$ cat src/rtl/bz_deserializer.sv
// bz_deserializer: router-to-core stage.
// Pops 11-bit router flits (bit 10 = tail) from a show-ahead egress FIFO and
// rebuilds 32-bit core words {route, code, payload}. A packet is a header
// flit followed by one or more 3-flit data groups. Every data group that
// does not end in a tail flit reuses the header's route.
// Optional build macro BZ_DESER_ERRCHK_EN enables reserved-bit/tail format
// checks, a sticky err flag and a DROP state. Without it err is tied 0.
module bz_deserializer #(
  parameter int NPCcode  = 7,
  parameter int NPCdata  = 20,
  parameter int NPCroute = 5
) (
  input  logic        clk,
  input  logic        reset,
  input  logic [10:0] fifo_q,
  input  logic        fifo_empty,
  output logic        fifo_rdreq,
  output logic [31:0] PC_out_channel_d,
  output logic        PC_out_channel_v,
  input  logic        PC_out_channel_a,
  output logic        err
);

  // The payload is built from two 10-bit flit halves, so it must be exactly 20 bits.
  if (NPCroute + NPCcode + NPCdata != 32 || NPCcode > 10 || NPCdata != 20) begin : g_bad_cfg
    $error("bz_deserializer: route+code+data must be 32, code<=10, data=20");
  end

  typedef enum logic [2:0] {
    HDR, D1, D2, D3
`ifdef BZ_DESER_ERRCHK_EN
    , DROP
`endif
  } state_t;

  state_t              state;
  logic [NPCroute-1:0] route_r;
  logic [NPCcode-1:0]  code_r;
  logic [9:0]          mid_r;

  // Pop whenever a flit is available. The last data flit also needs the
  // single output slot to be free or draining this cycle.
  always_comb begin
    fifo_rdreq = 1'b0;
    if (!reset && !fifo_empty)
      fifo_rdreq = (state != D3) || !PC_out_channel_v || PC_out_channel_a;
  end

`ifdef BZ_DESER_ERRCHK_EN
  logic fmt_bad;

  // Flag reserved bits set in the header/code flits, or a tail arriving
  // before the packet is complete.
  always_comb begin
    fmt_bad = 1'b0;
    case (state)
      HDR:     fmt_bad = |fifo_q[10:NPCroute];
      D1:      fmt_bad = |fifo_q[10:NPCcode];
      D2:      fmt_bad = fifo_q[10];
      default: fmt_bad = 1'b0;
    endcase
  end
`else
  assign err = 1'b0;
`endif

  // Flit-assembly FSM plus the registered output slot.
  always_ff @(posedge clk) begin
    if (reset) begin
      state            <= HDR;
      route_r          <= '0;
      code_r           <= '0;
      mid_r            <= '0;
      PC_out_channel_d <= '0;
      PC_out_channel_v <= 1'b0;
`ifdef BZ_DESER_ERRCHK_EN
      err              <= 1'b0;
`endif
    end else begin
      // The accepted word leaves the slot. A D3 pop below may refill it in the same cycle.
      if (PC_out_channel_v && PC_out_channel_a)
        PC_out_channel_v <= 1'b0;
      if (fifo_rdreq) begin
`ifdef BZ_DESER_ERRCHK_EN
        if (fmt_bad) begin
          err   <= 1'b1;
          // If the offending flit is itself a tail, the packet is already
          // over. Skip DROP so the next packet is not swallowed.
          state <= fifo_q[10] ? HDR : DROP;
        end else
`endif
        case (state)
          HDR: begin
            route_r <= fifo_q[NPCroute-1:0];
            state   <= D1;
          end
          D1: begin
            code_r <= fifo_q[NPCcode-1:0];
            state  <= D2;
          end
          D2: begin
            mid_r <= fifo_q[9:0];
            state <= D3;
          end
          D3: begin
            PC_out_channel_d <= {route_r, code_r, mid_r, fifo_q[9:0]};
            PC_out_channel_v <= 1'b1;
            state            <= fifo_q[10] ? HDR : D1;
          end
`ifdef BZ_DESER_ERRCHK_EN
          DROP: if (fifo_q[10]) state <= HDR;
`endif
          default: state <= HDR;
        endcase
      end
    end
  end

endmodule

$ cat config.mk
export PLATFORM = sky130hd
export DESIGN_NAME = bz_deserializer
export DESIGN_NICKNAME = d
export VERILOG_FILES = /design/src/rtl/bz_deserializer.sv
export SDC_FILE = /design/constraint.sdc
export NUM_CORES = 1
export LEC_CHECK = 0
export CAP_MARGIN = 20
export CELL_PAD_IN_SITES_DETAIL_PLACEMENT = 0
export CELL_PAD_IN_SITES_GLOBAL_PLACEMENT = 1
export CORE_UTILIZATION = 41
export CTS_BUF_LIST = sky130_fd_sc_hd__clkbuf_8
export DETAILED_ROUTE_END_ITERATION = 16
export PLACE_DENSITY_LB_ADDON = 0.3
export SYNTH_ARGS = -nofsm -noshare
export SYNTH_HDL_FRONTEND = slang
export SYNTH_SLANG_ARGS = --single-unit
$ cat constraint.sdc
create_clock -name clk -period 1.8 [get_ports clk]
set_clock_uncertainty 0.05 [all_clocks]
set_input_delay 0.18 -clock clk [delete_from_list [all_inputs] [get_ports clk]]
set_output_delay 0.18 -clock clk [all_outputs]
set_load 0.02 [all_outputs]
==> impl_results.md, run 1 <==
* Cell Rows at 26
* Core box area at 5270 sq um
* Setup crit start: state[0]
* Sequential area share after synthesis at 0.494
* Synth Area in XOR/XNOR at 0
* LEAKAGE at 1.52 nW
* Crit path cell chain: ha_4, nand3b_2, and2_1, dlygate4sd2_1
* Worst reg2reg endpoint: mid_r[1]
* Routed via count at 1559
* Synth Area in Simple Gates at 0.185
* CP Max Fanout at 3
* Compound-Gate Fraction of Synth Area at 0.0125
* Final Hold Viols at 0
* I/O pin cnt at 50
* Slowest cell on the critical path: dfxtp_1
* Synthesized area at 2310 sq um
* CP Capture Point: fifo_rdreq
* PwrDens at 865 nW/um^2
* Max-Cap Viols at 0
* Data required, critical path at 1.57 ns
* Fin crit period at 1.72 ns
* First-pass GRT wire length at 7090 um
* Iter 0 DRT Violations at 75
* Total track usage at 0.158
* Die Y at 77.1 um
* Post-Synthesis Cells at 207
* Max clock buf depth at 2
* Largest net degree at the start of global routing at 58
* Register area at 1140 sq um
* R2r setup slk at 0.39 ns
* Antenna violations before repair at 0
* Yosys top cell area share at 0.494
* Grt ovf at 0
* Share of post-route cells with drive strength above 1 at 0.105
* Worst-skew pair later-pin latency at 0.33 ns
* Synth cell types at 20
* Crit path max-delay family: flip-flops
* Hold Crit Class: in -> reg
* Post-synth top area cell: dfxtp_1
* Synthesis-stage register bit count at 57
* P&R area growth vs syn at 35.1%
* Startpoint types: flip-flop
* Combinational family with the most area after synthesis: multiplexers
* Fill count at 479
* Buf+Inv Stages, Crit Path at 1
* Final worst setup slack at 0.0797 ns
* First-pass detailed-route iteration total at 4
* Post-synthesis mux area share at 0.234
* Fin. max-slew vios at 0
* Area of the multi-input gates at 1060 sq um
* Clock slew at reported path FFs at 0.06 ns
* Nets@finish at 282
* GPL Wtd Cong at 0.692
* Dpl ws at 0.0463 ns
* PortBufs at 48
* Status: completed
* CP arrival at 1.49 ns
* Final setup vio count at 0
* Starting density of the core at 0.438
* Levels on crit path at 4
* # diodes at 0
* # hold bufs at CTS at 0
* Inserted Clock Buffers at 9
* Max stage delay on crit path at 0.40 ns
* Synth Area in Adders at 0.0217
* WL final at 4210 um
* Min Hold Slack at 0.373 ns
* CTS H-tree lvls at 3
* Post-DRT Antenna Nets at 0
* Final worst-path cycle share at 0.956
* Die area at 5940 sq um
* Syn Area/Cell at 11.2 sq um
* Vias in the first global route at 1466
* Root Buffer: clkbuf_8
* Warnings, synthesis at 0
* Max Fclk at 581 MHz
* Crit. End Element: output port
* Reg2Reg Depth at 6
* Setup CP Type: reg -> out
* Worst vdd ir at 0.489 mV
* WL per Instance at 12.5 um
* Post-detail-place hpwl at 2750 um
* Post-synthesis net count at 226
* CTS tree: yes
* Worst reg2reg path startpoint: state[0]
* Die width at 77.1 um
* Area contributors post-synth: dfxtp_1 (49%), mux2i_1 (23%), nand2b_1 (15%)
* # clock sinks at 57
* Residual DRC at 0
* Via-per-instance ratio at 4.63
[stage by stage]
stage	std cells	TNS (ns)	util	total power, mW	area (sq um)
4_1_cts	337	0	0.590	2.74	3110
6_report	337	0	0.592	2.70	3120
3_3_place_gp	322	0	0.553	1.56	2910
3_5_place_dp	322	0	0.553	1.56	2910
5_1_grt	337	-0.0125	0.592	2.83	3120
2_1_floorplan	207	0	-	1.48	2310
[layout by cell type (no fill, tap or decap), drive strengths merged]
master / count
o31ai: 2
mux2i: 54
clkinv: 2
buf: 8
nand2b: 55
nand3b: 1
clkbuf: 11
ha: 4
nor2: 1
and2: 1
clkdlybuf4s50: 47
inv: 13
dfxtp: 57
dlygate4sd2: 1
bufinv: 1
a21oi: 1
o311ai: 1
nand3: 5
conb: 1
nor2b: 1
[cell usage after synthesis]
cell type	count
dfxtp_1	57
nand2b_1	55
mux2i_1	54
inv_1	12
clkbuf_1	4
ha_1	4
buf_6	3
buf_2	2
buf_4	2
nand3_1	2
nand3_2	2
o31ai_1	2
a21oi_1	1
and2_1	1
conb_1	1
nand3_4	1
nand3b_2	1
nor2_4	1
nor2b_1	1
o311ai_0	1
[metal layers]
layer	share of wire	vias to the layer above	routed length (um)	global-route usage
li1	-	796	-	-
met1	0.48	716	2040	0.196
met2	0.44	38	1840	0.226
met3	0.055	9	230	0.0607
met4	0.023	0	97	0.102
met5	0	-	0	0
[worst reg2reg max path: stages, from the launching register on]
cell and delay (ns):
dfxtp_1 0.40, ha_4 0.19, nand3b_2 0.08, buf_4 0.16, nand3_1 0.12, buf_12 0.16, mux2i_1 0.18
[registers in the layout, indices dropped and copies added (netlist names)]
name	flops
PC_out_channel_d	32
mid_r	10
code_r	7
route_r	5
state	2
PC_out_channel_v	1
[worst min path at each step]
stage	startpoint	endpoint	depth (start not counted)
floorplan	fifo_q[7]	PC_out_channel_d[7]	2
global placement	PC_out_channel_d[3]	PC_out_channel_d[3]	2
detailed placement	PC_out_channel_d[3]	PC_out_channel_d[3]	2
global route	fifo_q[9]	mid_r[9]	3
CTS	fifo_q[7]	mid_r[7]	3
finish	fifo_q[7]	mid_r[7]	3
[layout make-up]
cell class              count  share of cell area
inverters                  12              0.0144
repair buffers             56               0.189
clock inverters             4              0.0140
clock buffers              11              0.0485
multi-input cells         127               0.340
flip-flops and latches     57               0.366
well taps                  70              0.0281
[logic make-up (layout without fill, tap and decap cells)]
| kind of cell | count (synthesis) | count (layout) |
|---|---|---|
| AO/OA/AOI/OAI | 4 | 4 |
| adder cells (fa/ha/maj) | 4 | 4 |
| buffers and inverters | 23 | 83 |
| flip-flops | 57 | 57 |
| multiplexers | 54 | 54 |
| other | 1 | 1 |
| AND/OR/NAND/NOR | 64 | 64 |
[report_power, final]
| part | total, mW | internal, mW | switching (mW) |
|---|---|---|---|
| clock | 1.17 | 0.697 | 0.470 |
| sequential | 1.32 | 1.30 | 0.0175 |
| combinational | 0.214 | 0.113 | 0.101 |
| total | 2.70 | 2.11 | 0.588 |
[what timing repair did]
action,in CTS,in global routing
pin swaps,0,0
endpoints found under the setup margin,1,1
setup buffers,0,0
gates resized for setup,2,1
No activity file was read; power rests on OpenSTA's default activity.
==> run 2: changes to the inputs <==
clock period = 1.7 ns   (was 1.8 ns; I/O delays follow)
==> impl_results.md, run 2 (synthesis gave the netlist of run 1 again) <==
* Setup crit start: PC_out_channel_v
* Setup CP Type: reg -> out
* Root Buffer: clkbuf_8
* Biggest register: PC_out_channel_d
* Fin. max-slew vios at 0 (unchanged)
* PwrDens at 982 nW/um^2 (+13%)
* GPL Wtd Cong at 0.674 (-2.5%)
* R2r setup slk at 0.31 ns (-0.08 ns)
* Final Hold Viols at 0 (unchanged)
* WL per Instance at 12.0 um (-3.8%)
* Crit. End Element: output port
* Core box area at 5270 sq um (unchanged)
* Highest-count cells in the layout ignoring fill and taps: dfxtp_1 (56), nand2b_1 (55), mux2i_1 (54)
* Crit path cell chain: clkdlybuf4s50_1
* Cell Rows at 26 (unchanged)
* Slowest cell on the critical path: clkdlybuf4s50_1
* Met3 usage at 0.0607 (unchanged)
* # diodes at 0 (unchanged)
* Max-Cap Viols at 0 (unchanged)
* Residual DRC at 0 (unchanged)
* Top Registers: PC_out_channel_d: 32 flops, mid_r: 10 flops, code_r: 7 flops
* Placed cells at 323 (+0.31%)
* Starting density of the core at 0.438 (unchanged)
* Status: completed
* PortBufs at 48 (unchanged)
* CP Capture Point: PC_out_channel_v
* Routed via count at 1555 (-0.26%)
* Fin crit period at 1.53 ns
* P&R area growth vs syn at 36.6%
* First-pass GRT wire length at 7200 um (+1.7%)
* CP Max Fanout at 3 (unchanged)
* Post-DRT Antenna Nets at 0 (unchanged)
* CTS H-tree lvls at 3 (unchanged)
* Worst-skew pair later-pin latency at 0.31 ns (-0.02 ns)
* Largest register FFs at 32 (unchanged)
* CTS tree: yes
* Worst reg2reg path startpoint: state[1]
* I/O pin cnt at 50 (unchanged)
* Min Hold Slack at 0.363 ns (-0.0100 ns)
* Via-per-instance ratio at 4.59 (-0.85%)
* Share of post-route cells with drive strength above 1 at 0.115 (+0.0104)
* Die area at 5940 sq um (unchanged)
* Grt ovf at 0 (unchanged)
* CP arrival at 1.31 ns (-0.18 ns)
* Met2 Track Usage GR at 0.239 (+0.0134)
* M1 GR Usage at 0.192 (-0.00309)
* Die width at 77.1 um (unchanged)
* WL final at 4070 um (-3.3%)
* RSZ-0062 raised after global routing: no
* Max clock buf depth at 2 (unchanged)
* Vias in the first global route at 1570 (+7.1%)
* Hold Crit Class: in -> reg
* Crit path max-delay family: buffers and inverters
* # clock sinks at 57 (unchanged)
* Final worst-path cycle share at 0.898
* First-pass detailed-route iteration total at 4 (unchanged)
* Post-detail-place hpwl at 2740 um (-0.48%)
* Total track usage at 0.156 (-0.00181)
* Worst reg2reg endpoint: code_r[6]
* # hold bufs at CTS at 0 (unchanged)
* Most common cell after layout, fill and taps aside: dfxtp_1
* Data required, critical path at 1.48 ns (-0.09 ns)
* Worst vdd ir at 0.572 mV (+17%)
* LEAKAGE at 1.54 nW (+1.4%)
* Levels on crit path at 1 (-3)
* Largest net degree at the start of global routing at 58 (unchanged)
* Clock slew at reported path FFs at 0.07 ns (about the same)
* Inserted Clock Buffers at 9 (unchanged)
* Startpoint types: flip-flop
* Grt peak-use layer: met2
* Iter 0 DRT Violations at 63 (-16%)
* Max stage delay on crit path at 0.62 ns (+0.22 ns)
* Post-Layout Cell Count at 339 (+0.59%)
* Nets@finish at 283 (+0.35%)
* Post-CTS setup buffer count at 0 (unchanged)
* Max Fclk at 655 MHz
* Buf+Inv Stages, Crit Path at 1 (unchanged)
* Cts repair resizes at 1 (-1)
* Die Y at 77.1 um (unchanged)
* Reg2Reg Depth at 5 (-1)
* Antenna violations before repair at 0 (unchanged)
* Final setup vio count at 0 (unchanged)
## run 2: cell types whose count changed in the layout (fill, tap and decap cells not counted), sizes merged
cell / change
inv: +1
clkbuf: -1
bufinv: +2
dlygate4sd2: -1
buf: +1
## run 2: area by class of cell
type                            instances  area, sq um
Fill cell                             489         2110
Tap cell                               70         87.6
Timing Repair Buffer                   57          593
Inverter                               12         45.0
Sequential cell                        57         1140
Clock buffer                            9          124
Clock inverter                          7          111
Multi-Input combinational cell        127         1050
## run 2: how the worst min path moves through the flow
stage	from	endpoint	slack, ns	depth (start not counted)
floorplan	fifo_q[7]	PC_out_channel_d[7]	0.27	2
global placement	PC_out_channel_d[3]	PC_out_channel_d[3]	0.41	2
detailed placement	PC_out_channel_d[31]	PC_out_channel_d[31]	0.42	2
CTS	fifo_q[8]	mid_r[8]	0.35	3
global route	fifo_q[8]	mid_r[8]	0.37	3
finish	fifo_q[8]	mid_r[8]	0.36	3
## run 2: power breakdown
part           switching [mW]  internal [mW]  total (mW)
sequential             0.0154           1.38        1.40
clock                   0.515          0.963        1.48
combinational           0.105          0.119       0.224
## run 2: metrics by stage
step	power (mW)	TNS (ns)	setup slack, ns	cell area (sq um)	utilization
2_1_floorplan	1.57	0	0.392	2310	-
3_3_place_gp	1.65	-0.0118	-0.0118	2920	0.554
3_5_place_dp	1.65	-0.0217	-0.0217	2920	0.554
4_1_cts	3.14	0	0.00244	3160	0.599
5_1_grt	3.23	0	0.102	3160	0.599
6_report	3.10	0	0.173	3160	0.599
## run 2: per-layer routing
| metal | vias to the layer above | share of wire |
|---|---|---|
| li1 | 797 | - |
| met1 | 722 | 0.49 |
| met2 | 34 | 0.46 |
| met3 | 2 | 0.047 |
| met4 | 0 | 0.0061 |
| met5 | - | 0 |
==> run 3: changes to the inputs <==
clock period = 1.6 ns   (was 1.7 ns; I/O delays follow)
==> impl_results.md, run 3 (synthesis gave the netlist of run 1 again) <==
* Inserted Clock Buffers at 9 (unchanged)
* Grt ovf at 0 (unchanged)
* Post-Layout Cell Count at 340 (+0.29%)
* PwrDens at 989 nW/um^2 (+0.78%)
* Die Y at 77.1 um (unchanged)
* Crit path max-delay family: buffers and inverters
* Max clock buf depth at 2 (unchanged)
* First-pass detailed-route iteration total at 4 (unchanged)
* Starting density of the core at 0.438 (unchanged)
* Largest net degree at the start of global routing at 58 (unchanged)
* LEAKAGE at 1.53 nW (-1.1%)
* Placed cells at 324 (+0.31%)
* Routed via count at 1549 (-0.39%)
* Post-DRT Antenna Nets at 0 (unchanged)
* Status: completed
* Slowest cell on the critical path: clkdlybuf4s50_1
* CTS tree: yes
* Dpl ws at -0.120 ns (-0.0981 ns)
* Top Registers: PC_out_channel_d: 32 flops, mid_r: 10 flops, code_r: 7 flops
* Most common cell after layout, fill and taps aside: dfxtp_1
* Worst-skew pair later-pin latency at 0.33 ns (+0.02 ns)
* Crit. End Element: output port
* Cell Rows at 26 (unchanged)
* Final setup vio count at 0 (unchanged)
* Final worst-path cycle share at 0.953
* Final worst setup slack at 0.0760 ns (-0.0969 ns)
* Total track usage at 0.157 (+0.00108)
* Biggest register: PC_out_channel_d
* I/O pin cnt at 50 (unchanged)
* Startpoint types: flip-flop
* Buf+Inv Stages, Crit Path at 1 (unchanged)
* Hold Crit Class: in -> reg
* Post-route cell area at 3120 sq um (-1.2%)
* CP arrival at 1.31 ns (about the same)
* Root Buffer: clkbuf_8
* # diodes at 0 (unchanged)
* Max-Cap Viols at 0 (unchanged)
* Data required, critical path at 1.39 ns (-0.09 ns)
* PortBufs at 48 (unchanged)
* Max Fclk at 656 MHz
* Largest register FFs at 32 (unchanged)
* Crit path cell chain: clkdlybuf4s50_1
* Vias in the first global route at 1494 (-4.8%)
* Residual DRC at 0 (unchanged)
* Final design utilization at 0.592 (-0.00689)
* P&R area growth vs syn at 35.0%
* Post-CTS setup buffer count at 0 (unchanged)
* Clock slew at reported path FFs at 0.07 ns (about the same)
* # clock sinks at 57 (unchanged)
* Highest-count cells in the layout ignoring fill and taps: dfxtp_1 (57), nand2b_1 (55), mux2i_1 (54)
* WL per Instance at 12.2 um (+1.9%)
* Die area at 5940 sq um (unchanged)
* First-pass GRT wire length at 7000 um (-2.9%)
* CP Max Fanout at 3 (unchanged)
* Final Hold Viols at 0 (unchanged)
* Worst vdd ir at 0.438 mV (-23%)
* WL final at 4160 um (+2.2%)
* Share of post-route cells with drive strength above 1 at 0.122 (+0.00698)
* GPL Wtd Cong at 0.698 (+3.6%)
* RSZ-0062 raised after global routing: no
* Fill count at 462 (-5.5%)
* Setup CP Type: reg -> out
* Iter 0 DRT Violations at 73 (+16%)
* Fin crit period at 1.52 ns
* Core box area at 5270 sq um (unchanged)
* Antenna violations before repair at 0 (unchanged)
* Nets@finish at 284 (+0.35%)
* Fin. max-slew vios at 0 (unchanged)
* Die width at 77.1 um (unchanged)
* Placed Instance Area at 2920 sq um (-0.17%)
* CTS H-tree lvls at 3 (unchanged)
* Min Hold Slack at 0.340 ns (-0.0232 ns)
* Via-per-instance ratio at 4.56 (-0.68%)
* Post-detail-place hpwl at 2740 um (+0.29%)
* Max stage delay on crit path at 0.62 ns (about the same)
[run 3: cell count changes in the layout (fill, tap and decap cells not counted)]
cell,before,now
buf_4,5,7
dfxtp_2,1,0
bufinv_16,3,1
clkbuf_2,1,0
buf_12,4,3
buf_2,0,1
clkinv_2,1,3
inv_1,14,12
dfxtp_1,56,57
clkbuf_8,9,11
[run 3: layout make-up]
type                            count  area (sq um)  share of cell area
Clock buffer                       11           151              0.0485
Timing Repair Buffer               58           588               0.189
Inverter                           12          45.0              0.0144
Sequential cell                    57          1140               0.366
Multi-Input combinational cell    127          1050               0.337
Tap cell                           70          87.6              0.0281
Clock inverter                      5          53.8              0.0172
[run 3: worst paths after layout]
check,startpoint,end,slack (ns),cells past startpoint
setup / recovery,PC_out_channel_v,PC_out_channel_v,0.08,1
hold / removal,fifo_q[8],mid_r[8],0.34,3
setup reg to reg,state[0],state[0],0.17,5
hold reg to reg,PC_out_channel_d[27],PC_out_channel_d[27],0.42,2
[run 3: per-stage QoR]
step	TNS [ns]	power, mW
2_1_floorplan	0	1.67
3_3_place_gp	-0.0926	1.76
3_5_place_dp	-0.120	1.76
4_1_cts	0	3.14
5_1_grt	0	3.22
6_report	0	3.09
[run 3: what timing repair did]
action,4_1_cts,5_1_grt
gates resized for setup,5,0
hold buffers,0,0
endpoints found under the setup margin,1,0
[run 3: power breakdown]
group	total (mW)	switching, mW	internal, mW
Clock	1.36	0.560	0.797
Combinational	0.250	0.116	0.134
Sequential	1.48	0.0141	1.47
Total	3.09	0.690	2.40
[run 3: per-layer routing]
metal  global-route usage  vias up  share of wire
li1                     -      795              -
met1                0.189      704           0.46
met2                0.235       40           0.45
met3               0.0488       10          0.052
met4                0.113        0          0.033
met5                    0        -              0
